==> src/rtl/cnn_frame_sched.sv <==
// Frame sequencer for camera -> CNN -> LCD: gates capture, launches the CNN and
// ping-pongs the two output banks so the LCD only ever scans a finished frame.
module cnn_frame_sched #(
    parameter int unsigned TIMEOUT = 400000,
    parameter int unsigned TO_W    = 20,
    parameter int unsigned CNT_W   = 16
) (
    input  logic             iClk,
    input  logic             iRst,
    input  logic             iEnable,
    input  logic             iSingleShot,
    input  logic             iErrClr,
    input  logic             iCamVsync,
    input  logic             iCamFrameDone,
    input  logic             iCnnDone,
    input  logic             iLcdVsync,
    output logic             oCapEn,
    output logic             oCnnStart,
    output logic             oWrBank,
    output logic             oRdBank,
    output logic             oBusy,
    output logic [CNT_W-1:0] oFrameCnt,
    output logic [CNT_W-1:0] oDropCnt,
    output logic             oTimeoutErr
);

    typedef enum logic [2:0] {
        StIdle,
        StWaitVs,
        StCapture,
        StRun,
        StSwapPend
    } state_e;

    localparam logic [TO_W-1:0] W_TO_LAST = TO_W'(TIMEOUT - 1);

    state_e            r_state;
    logic              r_cap_en;
    logic              r_cnn_start;
    logic              r_wr_bank;
    logic              r_rd_bank;
    logic              r_busy;
    logic [CNT_W-1:0]  r_frame_cnt;
    logic [CNT_W-1:0]  r_drop_cnt;
    logic              r_timeout_err;
    logic [TO_W-1:0]   r_wdog;

    logic              w_swap;
    logic              w_go_idle;

    // Done+LCD vsync together in RUN publishes without passing through SWAP_PEND.
    assign w_swap = ((r_state == StRun) && iCnnDone && iLcdVsync) ||
                    ((r_state == StSwapPend) && iLcdVsync);
    assign w_go_idle = iSingleShot || !iEnable;

    always_ff @(posedge iClk) begin
        if (iRst) begin
            r_state       <= StIdle;
            r_cap_en      <= 1'b0;
            r_cnn_start   <= 1'b0;
            r_wr_bank     <= 1'b1;
            r_rd_bank     <= 1'b0;
            r_busy        <= 1'b0;
            r_frame_cnt   <= '0;
            r_drop_cnt    <= '0;
            r_timeout_err <= 1'b0;
            r_wdog        <= '0;
        end else begin
            r_cnn_start <= 1'b0;
            if (iErrClr) begin
                r_timeout_err <= 1'b0;
            end

            case (r_state)
                StIdle: begin
                    if (iEnable) begin
                        r_state <= StWaitVs;
                        r_busy  <= 1'b1;
                    end
                end
                StWaitVs: begin
                    if (!iEnable) begin
                        r_state <= StIdle;
                        r_busy  <= 1'b0;
                    end else if (iCamVsync) begin
                        r_state  <= StCapture;
                        r_cap_en <= 1'b1;
                    end
                end
                StCapture: begin
                    if (iCamFrameDone) begin
                        r_state     <= StRun;
                        r_cap_en    <= 1'b0;
                        r_cnn_start <= 1'b1;
                        r_wdog      <= '0;
                    end
                end
                StRun: begin
                    if (iCnnDone) begin
                        if (!iLcdVsync) begin
                            r_state <= StSwapPend;
                        end
                    end else if (r_wdog == W_TO_LAST) begin
                        // Abort: keep the published bank, count the lost frame.
                        r_timeout_err <= 1'b1;
                        r_drop_cnt    <= r_drop_cnt + 1'b1;
                        r_state       <= iSingleShot ? StIdle : StWaitVs;
                        r_busy        <= !iSingleShot;
                    end else begin
                        r_wdog <= r_wdog + 1'b1;
                    end
                end
                StSwapPend: begin
                end
                default: begin
                    r_state  <= StIdle;
                    r_busy   <= 1'b0;
                    r_cap_en <= 1'b0;
                end
            endcase

            if (w_swap) begin
                r_rd_bank   <= r_wr_bank;
                r_wr_bank   <= ~r_wr_bank;
                r_frame_cnt <= r_frame_cnt + 1'b1;
                r_state     <= w_go_idle ? StIdle : StWaitVs;
                r_busy      <= !w_go_idle;
            end
        end
    end

    assign oCapEn      = r_cap_en;
    assign oCnnStart   = r_cnn_start;
    assign oWrBank     = r_wr_bank;
    assign oRdBank     = r_rd_bank;
    assign oBusy       = r_busy;
    assign oFrameCnt   = r_frame_cnt;
    assign oDropCnt    = r_drop_cnt;
    assign oTimeoutErr = r_timeout_err;

endmodule

==> config.mk <==
export PLATFORM = sky130hd
export DESIGN_NAME = cnn_frame_sched
export DESIGN_NICKNAME = d
export VERILOG_FILES = /design/src/rtl/cnn_frame_sched.sv
export SDC_FILE = /design/constraint.sdc
export NUM_CORES = 1
export LEC_CHECK = 0
export BUFFER_PORTS_ARGS = -buffer_cell sky130_fd_sc_hd__buf_2
export CAP_MARGIN = 20
export CORE_MARGIN = 2
export CORE_UTILIZATION = 50
export DETAILED_ROUTE_END_ITERATION = 7
export PLACE_DENSITY = 0.72
export SYNTH_ARGS = -nofsm -noshare
export SYNTH_HDL_FRONTEND = slang
export SYNTH_SLANG_ARGS = --single-unit
==> constraint.sdc <==
create_clock -name iClk -period 2.65 [get_ports iClk]
set_clock_uncertainty 0.2 [all_clocks]
set_input_delay 0.3975 -clock iClk [delete_from_list [all_inputs] [get_ports iClk]]
set_output_delay 0.3975 -clock iClk [all_outputs]
set_load 0.03 [all_outputs]
# Yosys cells after proc, flatten, opt, wreduce, memory -nomap -nowiden
# Index checks and enable logic that the tools add are counted.
op_classes:
  n_eq_ne: 20
  n_reduce_logical: 18
  bitwise: 4
  addsub: 3
  mux: 30
ops:
  columns: ["operator", "n"]
  rows:
  - ["$mux W20", 3]
  - ["$pmux W20 S2", 1]
  - ["$add A16 B1 Y16 const B", 2]
  - ["$mux W3", 8]
  - ["$add A20 B1 Y20 const B", 1]
  - ["$eq A20 B19 Y1 const B", 1]
  - ["$mux W1", 15]
  - ["$pmux W3 S5", 1]
  - ["$ne A2 B2 Y1 const B", 6]
  - ["$ne A3 B3 Y1 const B", 4]
  - ["$ne A4 B4 Y1 const B", 2]
  - ["$reduce_and A4 Y1", 2]
  - ["$eq A3 B2 Y1 const B", 2]
  - ["$reduce_and A6 Y1", 1]
  - ["$reduce_and A5 Y1", 1]
  - ["$ne A4 B3 Y1 const B", 1]
  - ["$not A1 Y1", 4]
  - ["$pmux W1 S4", 1]
  - ["$reduce_or A2 Y1", 2]
  - ["$eq A3 B1 Y1 const B", 1]
  - ["$eq A3 B3 Y1 const B", 1]
  - ["$logic_and A1 B1 Y1", 3]
  - ["$logic_not A1 Y1", 3]
  - ["$logic_not A3 Y1", 1]
  - ["7 further kinds", 8]
totals:
  register_bits: 61
  wordCells: 85
  output_inout_bits: 38

# Depth between registers and ports, before layout
# Gate-level depths: netlist of run 1.
depth:
  depth_word: 6
  mapped_depth: 8
  mapped_depth_nobuf: 6

# Worst setup path before layout of run 1
# No wires, ideal clock.
synth_path:
  path_type: "register to register"
  start: "register r_wdog[0]"
  end: "register r_drop_cnt[9] (netlist: oDropCnt[9])"
  arrival_time_ns: 2.112
  setup_time_ns: 0.070
  synth_period_minus_slack_ns: 2.383
  path_slack_ns: 0.267
  n_path_buf: 1
  stages_incl_launch_ff: 8
  path_cell_list: "dfxtp_1 -> ha_1 -> nor4b_4 -> nand2_2 -> or4_4 -> buf_6 -> or3_1 -> a21oi_1"
synth_between:
  elab_chain_len: 2
synth_rtl:
  columns: ["element", "line_no", "source"]
  rows:
  - ["start, declared", "46", "logic [TO_W-1:0] r_wdog;"]
  - ["start signal, assigned", "110", "r_wdog <= r_wdog + 1'b1;"]
  - ["$eq A20 B19 Y1", "103", "end else if (r_wdog == W_TO_LAST) begin"]
  - ["$reduce_and A3 Y1 (no line)", null, null]
  - ["end signal, assigned", "106", "r_drop_cnt <= r_drop_cnt + 1'b1;"]
  - ["end, declared", "44", "logic [CNT_W-1:0] r_drop_cnt;"]
# No other way between the ends.
# A chain may end at the register's enable or synchronous reset.

# Worst setup path in the final report of run 1
layout_path:
  start: "register r_wdog[0]"
  end: "register r_drop_cnt[7] (netlist: oDropCnt[7])"
# The elaborated chain is that of the path after synthesis.

==> out/metrics.cfg, run 1 <==
[worst_setup_path]
crit_path_end_kind=register
cp_max_fo=12
crit_arrival_ns=2.58
path_class=register to register
cp-start-kind=register
cp.required_ns=2.72

[clock_tree]
clock_latency_ns=0.34
cts_tree=built
path_clk_slew_ns=0.07
cts_buffers=9
cts.path.max_buffers=2
cts.repair.resized=0
cts-hold-fix-buffers=0
clockRootBuffer=clkbuf_8
htreeDepth=3
post-cts-setup-buffers=0
cts_sinks=61

[yosys]
synthTopCellsByArea=dfxtp_1, a21oi_1, nor2_1
ys_ff_latch=61
yosysMostFrequentCell=dfxtp_1
synth_area_leader_cell=dfxtp_1
synth_compound_area_share_pct=15.23
syn_inst=356
synth_cell_type_count=45
post_synth_fa_ha_maj_area_fraction_pct=1.270
seq_area_frac_synth_pct=41.30
ys_warn_count=0
synth-simple-area-share_pct=30.98
synth_xor_area_share_pct=5.628
synthDominantCellAreaShare_pct=41.30
syn_area_per_cell_um2=8.305
synth_edf_count=0
syn_nets=368
synth_top_family_by_area=simple AND/OR/NAND/NOR gates
dominantRegCellSynth=dfxtp_1
ys_async_sr_fraction_pct=0
synthesis.area_um2=2957
synth_common_cells=dfxtp_1, nor2_1, a21oi_1
synth_mux_area_share_pct=1.735

[sta]
finalCritPeriodShare_pct=94.79
slew_headroom_pct=55.45
fmax_mhz=398.1
hold_viol=0
tightest_slew_ns=0.6613
report.final.slew_viol_count=0
fin_tns_setup_ns=0
fin_crit_ns=2.512
setup_violations=0
fin_hold_ws_ns=0.1004
rsz0062_at_grt=no

[place]
dp.cells=470
place_hpwl_um=4694
port_buffers=46
dpl_cell_area_um2=3257
gp_congestion=0.9020

[hold_path]
hold_class=input pin to register

[die]
fp.dieW_um=80.90
dieHeight_um=80.90
coreArea_um2=5816
die_area_um2=6544
initial_core_util_pct=50.84
ioPinCount=47
rows=28

[grt]
grt_pass1_vias=2396
grt_max_degree=43
grt-ovfl-total=0
grt_pass1_wl_um=10760
antenna_found_initial=0
track_usage_pct=21.05

[run_status]
status=complete, no violations

[power]
powerDensity_nw_per_um2=531.0
p_leak_nw=1.271
peakVddDrop_uv=319.3

[drt]
avgViaCountPerCell=5.663
wl_um=6583
drt_iter0_drc=123
ant_nets=0
vias=2752
drtPass1Iterations=4
drc=0
wire_per_inst_um=13.55

[cells_and_area]
fin_cells=486
fin_nets=418
area_delta_synth_final_pct=17.27
postLayoutCellArea_um2=3467
antenna_cells=0
post_route_cells_drive_above_1_share_pct=19.46
fin_util_pct=59.62

[flow_run]
max_cap_violations=0

[layer usage]
metal / share of wire, % / routed length, um / vias up / GRT usage [%]
met3: 4.2 / 274 / 12 / 5.444
met1: 48 / 3146 / 1295 / 28.11
li1: - / - / 1386 / -
met2: 46 / 3016 / 59 / 32.64
met5: 0 / 0 / - / 0
met4: 2.2 / 145 / 0 / 8.136
[metrics by stage]
| step | power [mW] | setup slack (ns) |
|---|---|---|
| 2_1_floorplan | 0.9797 | 0.2674 |
| 3_3_place_gp | 0.9973 | 0.2380 |
| 3_5_place_dp | 0.9976 | 0.1798 |
| 4_1_cts | 1.859 | 0.1549 |
| 5_1_grt | 1.900 | 0.04294 |
| 6_report | 1.841 | 0.1380 |
[layout by cell type (no fill, tap or decap), types with 2 or more instances in the layout]
cell type and instances:
o21ai_0 28, nand3_1 21, dfxtp_1 61, and3_1 3, nor4b_4 2, nor2_1 39
a21o_1 2, nor3_1 7, buf_4 7, clkbuf_8 12, and4_1 6, or3_1 21
o21bai_1 2, o31ai_1 3, nor3b_1 2, xor2_1 10, nand2_1 29, o211ai_1 7
inv_1 10, nand2b_1 4, or4_1 5, nand4_1 13, or4_4 3, xnor2_1 9
clkinv_2 3, nor2b_1 2, mux2i_1 4, buf_2 46, ha_1 3, a21oi_1 30
[state kept, by name, summed over array words and instances (netlist names)]
name	flops
r_wdog	20
oCnnStart	1
r_state	3
oWrBank	1
oCapEn	1
oDropCnt	16
oRdBank	1
oFrameCnt	16
oBusy	1
oTimeoutErr	1
[final timing paths]
kind / cells past startpoint / slack, ns / start / to
max: 6 / 0.14 / r_wdog[0]$_SDFFE_PP0P_ / oDropCnt[7]$_SDFFE_PP0P_
min: 2 / 0.10 / iLcdVsync / r_state[2]$_SDFFE_PP0P_
max reg2reg: 6 / 0.14 / r_wdog[0]$_SDFFE_PP0P_ / oDropCnt[7]$_SDFFE_PP0P_
min reg2reg: 2 / 0.27 / oRdBank$_SDFFE_PP0P_ / oRdBank$_SDFFE_PP0P_
[power breakdown]
| part | switching [mW] | internal (mW) |
|---|---|---|
| Sequential | 0.00396 | 0.920 |
| Combinational | 0.0354 | 0.0179 |
| Clock | 0.357 | 0.506 |
[logic make-up after synthesis]
family | count (synthesis)
buffers and inverters | 24
XOR/XNOR | 19
AO/OA/AOI/OAI | 79
flip-flops | 61
multiplexers | 5
AND/OR/NAND/NOR | 165
adder cells (fa/ha/maj) | 3
[worst max-delay path, cell delays in order (launching register included)]
cell and delay [ns]:
dfxtp_1 0.41, ha_1 0.21, nor4b_4 0.26, nand2_2 0.13, or4_4 0.61, or3_2 0.47, a21oi_1 0.15
[area by class of cell]
class | instances | area (um2)
sequential | 61 | 1221
inverter | 10 | 37.54
fill | 557 | 2349
multi-input combinational | 271 | 1622
timing repair buffer | 53 | 282.8
clock inverter | 4 | 45.04
clock buffer | 12 | 165.2
tap | 75 | 93.84
Power figures use the tool's default switching activity.
==> run 2, diff against run 1 <==
PLACE_DENSITY = 0.73   (was 0.72)
SETUP_SLACK_MARGIN = 0.5   (was not set)
==> run 2 against run 1 <==
  * Fmax is 8.4% higher
  * Highest routed layer unchanged
  * Sequential power down 0.5%
  * Critical endpoint is now oDropCnt[5]$_SDFFE_PP0P_
  * Critical path type unchanged
  * Core utilization rose by 8.5 points
  * Largest power group is now the clock network
==> out/metrics.cfg, run 2 (same netlist as run 1, synthesis figures left out) <==
[place]
dp_slack_ns=0.2681  ; +0.08827 ns
dpl_cell_area_um2=3317  ; +1.8%
dp.cells=472  ; +0.43%
port_buffers=46  ; unchanged
place_hpwl_um=4531  ; -3.5%
gp_congestion=0.8879  ; -1.6%

[clock_tree]
cts-hold-fix-buffers=0  ; unchanged
cts_tree=built
cts_buffers=9  ; unchanged
cts_sinks=61  ; unchanged
htreeDepth=3  ; unchanged
clockRootBuffer=clkbuf_8
path_clk_slew_ns=0.07  ; about the same
clock_latency_ns=0.35  ; about the same
cts.path.max_buffers=2  ; unchanged

[flow_run]
max_cap_violations=0  ; unchanged

[grt]
grt_max_degree=43  ; unchanged
grt-ovfl-total=0  ; unchanged
track_usage_pct=23.32  ; +2.3 points
grt_pass1_vias=2552  ; +6.5%
grt_pass1_wl_um=11920  ; +11%
antenna_found_initial=0  ; unchanged

[worst_setup_path]
cp.required_ns=2.73  ; about the same
crit_path_end_kind=register
r2r_start=r_wdog[0]$_SDFFE_PP0P_
cp-start-kind=register
critPathLaunch=r_wdog[0]$_SDFFE_PP0P_
path_class=register to register
crit_path_end=oDropCnt[5]$_SDFFE_PP0P_
rrSetupSlack_ns=0.33  ; +0.19 ns
crit_arrival_ns=2.40  ; -0.18 ns
cp_max_fo=11  ; -1
rr_worst_depth=7  ; +1
regToRegEndpoint=oDropCnt[5]$_SDFFE_PP0P_

[cells_and_area]
fin_cells=521  ; +7.2%
area_delta_synth_final_pct=33.98
antenna_cells=0  ; unchanged
fin_nets=453  ; +8.4%
postLayoutCellArea_um2=3961  ; +14%
regArea_um2=1250  ; +2.4%
fill_cells=463  ; -17%
final_cell_mix=dfxtp_1, buf_2, nor2_1
largest_register_ff_count=20  ; unchanged
fin_util_pct=68.12  ; +8.5 points
multi_input_area_um2=1748  ; +7.8%
post_route_cells_drive_above_1_share_pct=33.41  ; +14 points
regMostFlops=r_wdog
final_common_cell=dfxtp_1

[sta]
fin_tns_setup_ns=0  ; unchanged
fin_crit_ns=2.318  ; -0.1938 ns
tightest_slew_ns=0.5808  ; -0.08050 ns
report.final.slew_viol_count=0  ; unchanged
fmax_mhz=431.4  ; +8.4%
setup_violations=0  ; unchanged
hold_viol=0  ; unchanged
worst_slack_ns=0.3318  ; +0.1938 ns
finalCritPeriodShare_pct=87.48  ; -7.3 points
rsz0062_at_grt=yes
slew_headroom_pct=61.11  ; +5.7 points

[die]
dieHeight_um=80.90  ; unchanged
ioPinCount=47  ; unchanged
coreArea_um2=5816  ; unchanged
fp.dieW_um=80.90  ; unchanged
die_area_um2=6544  ; unchanged
rows=28  ; unchanged
initial_core_util_pct=50.84  ; unchanged

[drt]
drtPass1Iterations=4  ; unchanged
ant_nets=0  ; unchanged
wire_per_inst_um=15.03  ; +11%
vias=2972  ; +8.0%
drt_iter0_drc=146  ; +19%
drc=0  ; unchanged
wl_um=7829  ; +19%
avgViaCountPerCell=5.704  ; +0.74%

[power]
p_leak_nw=1.510  ; +19%
powerDensity_nw_per_um2=507.6  ; -4.4%
peakVddDrop_uv=338.3  ; +5.9%

[run_status]
status=complete, no violations

[hold_path]
hold_class=input pin to register

-- run 2: cell types whose count changed in the layout (fill, tap and decap cells not counted), sizes merged --
cell    change
buf        +35
clkbuf      -2
clkinv      -2
inv         +2
bufinv      +2
-- run 2: layout make-up --
cell class,count,share of cell area (%)
multi-input combinational,271,44.13
sequential,61,31.55
inverter,10,0.9476
timing repair buffer,88,14.81
tap,75,2.369
clock inverter,6,2.716
clock buffer,10,3.474
-- run 2: critical path, cell delays in order (launching register included) --
cell and delay (ns):
dfxtp_4 0.39, ha_4 0.15, nor4b_4 0.27, nand2_2 0.15, or4_4 0.51, buf_4 0.17, or3_1 0.31, a21oi_1 0.12
-- run 2: routing by layer --
layer,routed length [um],up-vias,global-route usage (%)
met5,0,-,0
met4,140,0,9.492
met3,300,15,5.556
met2,3917,81,37.27
met1,3471,1421,30.31
li1,-,1455,-
-- run 2: stage by stage --
stage,power (mW),hold WS (ns)
3_3_place_gp,0.9975,0.2466
2_1_floorplan,0.9797,0.2624
5_1_grt,2.066,0.1179
6_report,2.011,0.1088
3_5_place_dp,0.9977,0.2487
4_1_cts,2.020,0.08930
-- run 2: worst min path at each step --
stage	from	endpoint	slack (ns)	cells past startpoint
5_1_grt	iLcdVsync	r_state[2]$_SDFFE_PP0P_	0.12	2
6_report	iLcdVsync	r_state[2]$_SDFFE_PP0P_	0.11	2
4_1_cts	iLcdVsync	r_state[2]$_SDFFE_PP0P_	0.09	2
2_1_floorplan	r_wdog[18]$_SDFFE_PP0P_	r_wdog[18]$_SDFFE_PP0P_	0.26	2
3_5_place_dp	oRdBank$_SDFFE_PP0P_	oRdBank$_SDFFE_PP0P_	0.25	2
3_3_place_gp	oRdBank$_SDFFE_PP0P_	oRdBank$_SDFFE_PP0P_	0.25	2
-- run 2: report_power, final --
group | total, mW | switching [mW] | internal, mW
logic | 0.0627 | 0.0412 | 0.0216
registers | 0.919 | 0.00347 | 0.915
clock network | 1.03 | 0.380 | 0.650
-- run 2: repair_timing --
action	4_1_cts	5_1_grt
buffers inserted	25	8
gates resized for setup	27	25
pin swaps	15	10
endpoints found under the setup margin	17	43
gates cloned	0	0
